==> src/rtl/fetch_unit.sv <==
// PC generator and I-cache fetch sequencer feeding the two-slot fetch FIFO.
// One request in flight at a time; a one-entry skid holds a response the FIFO cannot take.
module fetch_unit #(
    parameter logic [31:0] BOOT_VECTOR = 32'h00000000,
    parameter int          OPC_INFO_W  = 10
) (
    input  logic                  clk_i,
    input  logic                  rst_i,
    input  logic                  branch_request_i,
    input  logic [31:0]           branch_pc_i,
    input  logic                  icache_accept_i,
    input  logic                  icache_valid_i,
    input  logic                  icache_error_i,
    input  logic [63:0]           icache_inst_i,
    output logic                  icache_rd_o,
    output logic [31:0]           icache_pc_o,
    output logic                  icache_flush_o,
    input  logic                  fetch_accept_i,
    output logic                  fetch_valid_o,
    output logic [31:0]           fetch_pc_o,
    output logic [1:0]            fetch_pred_o,
    output logic [63:0]           fetch_instr_o,
    output logic [OPC_INFO_W-1:0] fetch_info0_o,
    output logic [OPC_INFO_W-1:0] fetch_info1_o
);

    typedef enum logic [1:0] {S_IDLE, S_REQ, S_WAIT} state_t;

    typedef struct packed {
        logic [31:0]           pc;
        logic [1:0]            pred;
        logic [63:0]           instr;
        logic [OPC_INFO_W-1:0] info0;
        logic [OPC_INFO_W-1:0] info1;
    } bundle_t;

    state_t      state_q;
    logic [31:0] pc_q;
    logic [31:0] req_pc_q;
    logic        drop_q;
    logic        skid_vld_q;
    bundle_t     skid_q;
    bundle_t     resp_b;
    bundle_t     out_b;
    logic        resp_live;
    logic        skip;

    logic unused_pc_lsb;
    assign unused_pc_lsb = ^branch_pc_i[1:0];

    function automatic logic [OPC_INFO_W-1:0] predecode(input logic [31:0] w);
        logic [OPC_INFO_W-1:0] r;
        r    = '0;
        r[0] = (w[6:0] == 7'b1100011);
        r[1] = (w[6:0] == 7'b1101111) || (w[6:0] == 7'b1100111);
        r[2] = (w[6:0] == 7'b0000011) || (w[6:0] == 7'b0100011);
        r[3] = (w[6:0] == 7'b0110011) && (w[31:25] == 7'b0000001);
        r[4] = (w[6:0] == 7'b1110011);
        return r;
    endfunction

    // A response is only usable if it belongs to the current fetch stream.
    assign resp_live = (state_q == S_WAIT) && icache_valid_i && !drop_q && !branch_request_i;
    assign skip      = req_pc_q[2];

    always_comb begin
        resp_b          = '0;
        resp_b.pc       = req_pc_q;
        resp_b.instr    = icache_inst_i;
        resp_b.info0    = predecode(icache_inst_i[31:0]);
        resp_b.info1    = predecode(icache_inst_i[63:32]);
        resp_b.info0[5] = skip;
        resp_b.pred[0]  = !skip && resp_b.info0[1] && !icache_error_i;
        if (icache_error_i) begin
            resp_b.info0[4] = 1'b1;
            resp_b.info1[4] = 1'b1;
        end
    end

    always_comb begin
        out_b = '0;
        if (skid_vld_q)
            out_b = skid_q;
        else if (resp_live)
            out_b = resp_b;
    end

    assign icache_rd_o    = (state_q == S_REQ) && !skid_vld_q && fetch_accept_i && !branch_request_i;
    assign icache_pc_o    = {pc_q[31:3], 3'b000};
    assign icache_flush_o = branch_request_i && (state_q == S_WAIT) && !icache_valid_i;

    assign fetch_valid_o  = !branch_request_i && (skid_vld_q || (resp_live && fetch_accept_i));
    assign fetch_pc_o     = out_b.pc;
    assign fetch_pred_o   = out_b.pred;
    assign fetch_instr_o  = out_b.instr;
    assign fetch_info0_o  = out_b.info0;
    assign fetch_info1_o  = out_b.info1;

    always_ff @(posedge clk_i or posedge rst_i) begin
        if (rst_i) begin
            state_q    <= S_IDLE;
            pc_q       <= {BOOT_VECTOR[31:2], 2'b00};
            req_pc_q   <= '0;
            drop_q     <= 1'b0;
            skid_vld_q <= 1'b0;
            skid_q     <= '0;
        end else if (branch_request_i) begin
            pc_q       <= {branch_pc_i[31:2], 2'b00};
            skid_vld_q <= 1'b0;
            case (state_q)
                S_WAIT: begin
                    // With the response still in flight, mark it stale and wait it out.
                    if (icache_valid_i) begin
                        state_q <= S_REQ;
                        drop_q  <= 1'b0;
                    end else begin
                        drop_q  <= 1'b1;
                    end
                end
                default: state_q <= S_IDLE;
            endcase
        end else begin
            if (skid_vld_q && fetch_accept_i)
                skid_vld_q <= 1'b0;
            else if (resp_live && !fetch_accept_i) begin
                skid_vld_q <= 1'b1;
                skid_q     <= resp_b;
            end
            case (state_q)
                S_IDLE: state_q <= S_REQ;
                S_REQ: begin
                    if (icache_rd_o && icache_accept_i) begin
                        req_pc_q <= pc_q;
                        pc_q     <= {pc_q[31:3] + 29'd1, 3'b000};
                        state_q  <= S_WAIT;
                    end
                end
                S_WAIT: begin
                    if (icache_valid_i) begin
                        state_q <= S_REQ;
                        drop_q  <= 1'b0;
                    end
                end
                default: state_q <= S_IDLE;
            endcase
        end
    end

endmodule
==> config.mk <==
export PLATFORM = sky130hd
export DESIGN_NAME = fetch_unit
export DESIGN_NICKNAME = d
export VERILOG_FILES = /design/src/rtl/fetch_unit.sv
export SDC_FILE = /design/constraint.sdc
export NUM_CORES = 1
export LEC_CHECK = 0
export CORE_ASPECT_RATIO = 1.75
export CORE_MARGIN = 4
export CORE_UTILIZATION = 30
export CTS_CLUSTER_SIZE = 25
export DETAILED_ROUTE_END_ITERATION = 10
export GPL_ROUTABILITY_DRIVEN = 0
export HOLD_SLACK_MARGIN = 0.12
export PLACE_DENSITY = 0.61
export SYNTH_ARGS = -nofsm -noshare
export SYNTH_HDL_FRONTEND = slang
export SYNTH_SLANG_ARGS = --single-unit
==> constraint.sdc <==
create_clock -name clk_i -period 16.3 [get_ports clk_i]
set_input_delay 3.26 -clock clk_i [delete_from_list [all_inputs] [get_ports clk_i]]
set_output_delay 3.26 -clock clk_i [all_outputs]
set_load 0.005 [all_outputs]
==> metrics.cfg <==
[route]
ant_nets = 0
vias_per_cell = 4.79
drt_drc_violations_left = 0
dr_total_vias = 8367
drtIter0Drc = 592
routed_wl_mm = 27.9
drt-pass1-iter-count = 7
wire_per_inst_um = 16.0

[cells_and_area]
diodes = 0
instances_no_fill = 1747
ff_latch_area_mm2 = 0.00423
fillers = 3028
multi_input_area_mm2 = 0.00406
final_nets = 1456
drive_gt1_share_pct = 4.10
area_growth_pct = 33.3

[yosys]
synth_area_mm2 = 0.00889
yosys.area.top_type = dfrtp_1
synth_warnings = 0
synthArstFlopShare_pct = 100
ys_seq_area_share_pct = 47.6
avgSynthCellArea_um2 = 7.44
synth_edf_count = 0
postSynthCellCount = 1194
synth-main-ff-cell = dfrtp_1
synth.top_cells.by_area = dfrtp_1 (48%), nand2_1 (26%), o21ai_0 (7.1%), buf_4 (3.9%), clkbuf_1 (2.4%)
ys_ff_latch = 169
synth_cell_type_count = 52
synth_top_area_share_pct = 47.6

[setup_path]
r2r_slack_ns = 13.41
critical_path.top_delay_family = buffers and inverters
cp_max_fo = 53
slowest_stage = buf_4
cpPeakStageDelay_ns = 0.61
timing.rr.start = state_q[0]
worstSetupStartpointType = primary input
critPathCaptureType = output port
crit_type = primary input to output port
worstSetupStartpoint = branch_request_i
crit_chain = clkdlybuf4s50_1 -> buf_4 -> nor2_1 -> and3_4 -> buf_4 -> nand2b_1 -> o31ai_1 -> clkdlybuf4s50_1
crit_required_ns = 13.04
cp.arrival_ns = 6.51
crit_buf_inv = 4

[timing]
max-slew-margin-rel_pct = 22.4
setup_viol = 0
min_period_ns = 9.77
finalSetupTns_ns = 0
hold_ws_ns = 0.474
worst_pin_slew_ns = 1.16
fmax_mhz = 102
finalHoldViolCount = 0
finalClockSkew_ns = 0.0147
fin_crit_sh_pct = 59.9
rsz0062_at_grt = no
timing.final.ws_setup_ns = 6.53
slew_viol_final = 0

[global_route]
grt_overflow = 0
antenna_found_initial = 0
grtUsageMet1_pct = 19.8
met2_usage_pct = 30.8
grt_max_degree = 134
grt_busiest_layer = met2
grt_pass1_wl_mm = 44.7
grt_pass1_vias = 8016
grtUsageMet3_pct = 2.83
grt_usage_pct = 17.0

[clock_network]
cts_sinks = 169
cts_buffers = 17
holdBufCountCts = 0
clk_pin_slew_ns = 0.06
worstSkewPairLatency_ns = 0.45
ctsHtreeMaxLevel = 4
cts_tree = yes
clockRootBuffer = clkbuf_16
cts_resized = 0
cts_setup_buffers = 0
cts_max_path_buffers = 2

[pwr]
ir_drop_uv = 74.6
internal-power_mw = 0.767
p_switching_mw = 0.294
switching_share_pct = 27.8
combPwrFrac_pct = 12.0
seqPwrFrac_pct = 48.8
power_density_mw_per_mm2 = 89.6
p_leak_nw = 5.18
p_clk_share_pct = 39.2

[run]
cap_violations = 0

[place]
pre_cts_ws_ns = 6.48
dp_hpwl_mm = 19.3
port_buffers = 238
post-place-cells = 1715

[floorplan]
coreArea_mm2 = 0.0293
rows = 83
start_util_pct = 30.4
die_area_mm2 = 0.0326
ios = 256
fp.dieH_um = 236
die_w_um = 138

[worst_hold_path]
min_from = skid_q[113]
hold_path_class = flop to flop

[status]
status = complete, no violations

cells in the final DEF (no fill, tap or decap), types with 7 or more instances in the layout:
master	count
o31ai_1	10
nor3_1	8
a21oi_1	10
clkbuf_16	17
clkdlybuf4s50_1	238
inv_1	7
nand4_1	17
dfrtp_1	168
nand2_1	611
o21ai_0	126
nand3_1	13
nor2_1	23
buf_4	8
nor4_1	7
conb_1	15
worst paths after layout:
kind                       cells after the start               end
setup / recovery                               8  fetch_info0_o[0]
hold / removal                                 2       skid_q[113]
setup reg to reg                               6        skid_q[36]
hold reg to reg                                2       skid_q[113]
max in group asynchronous                      3        skid_q[32]
min in group asynchronous                      2        skid_q[94]
final cells by class:
class                   instances  area share, %
flip-flops and latches        169           35.7
inverters                       9          0.327
multi-input cells             909           34.3
repair buffers                246           20.6
clock buffers                  17           3.59
well taps                     382           4.03
clock inverters                15           1.42
layer usage:
metal / wire length [um] / share of wire (%)
met4: 746 / 2.7
met5: 0 / 0
met1: 11100 / 40
met2: 15000 / 54
met3: 1090 / 3.9
kinds of logic after synthesis:
group,share of synthesized area [%]
xor+xnor,0.394
other cells,0.0422
flops,47.6
simple gates,32.2
buf+inv,7.59
mux,0.338
compound gates,11.8
fa+ha+maj,0.141
power groups by stage:
| stage | registers (mW) | clock network [mW] | logic (mW) |
|---|---|---|---|
| 5_1_grt | 0.526 | 0.446 | 0.145 |
| 3_3_place_gp | 0.523 | 0 | 0.127 |
| 4_1_cts | 0.517 | 0.427 | 0.130 |
| 3_5_place_dp | 0.525 | 0 | 0.129 |
| 6_report | 0.518 | 0.416 | 0.128 |
| 2_1_floorplan | 0.512 | 0 | 0.0807 |
worst reg2reg max path, cell delays in order, from the launching register on:
cell and delay (ns):
dfrtp_1 0.38, and2b_1 0.28, nand3_1 0.34, nor2_4 0.96, buf_4 0.63, nand2_1 0.16, nand2_1 0.08
sequential cells by signal, indices dropped and copies added (netlist names):
signal      cells
skid_q        105
pc_q           30
req_pc_q       30
state_q         2
drop_q          1
skid_vld_q      1
synthesized netlist by cell type (2+ instances only):
| cell type | number |
|---|---|
| o311ai_0 | 3 |
| xor2_1 | 2 |
| o41ai_1 | 2 |
| clkbuf_1 | 56 |
| xnor2_1 | 2 |
| and3_1 | 4 |
| o211ai_1 | 5 |
| or3_1 | 2 |
| dfrtp_1 | 169 |
| or2_2 | 2 |
| nand3_1 | 14 |
| a21oi_1 | 10 |
| o31ai_1 | 10 |
| buf_1 | 8 |
| buf_4 | 46 |
| a221o_1 | 4 |
| nor4_1 | 7 |
| nor3_1 | 8 |
| nand4_1 | 17 |
| o21ai_0 | 126 |
| or4_1 | 2 |
| and2_1 | 3 |
| o221a_2 | 3 |
| o22ai_1 | 2 |
| inv_1 | 8 |
| a41oi_1 | 2 |
| a211o_1 | 2 |
| nand2_1 | 611 |
| a31oi_1 | 2 |
| buf_2 | 11 |
| mux2i_1 | 3 |
| nor2_1 | 24 |
| o21a_1 | 2 |
| nand2b_1 | 4 |
metrics by stage:
| stage | util [%] | instance area [um2] | power, mW |
|---|---|---|---|
| floorplan | - | 8940 | 0.592 |
| global placement | 38.4 | 11300 | 0.650 |
| detailed placement | 38.4 | 11300 | 0.654 |
| CTS | 40.5 | 11800 | 1.07 |
| global route | 40.5 | 11800 | 1.12 |
| finish | 40.5 | 11800 | 1.06 |
Power figures use the tool's default switching activity.
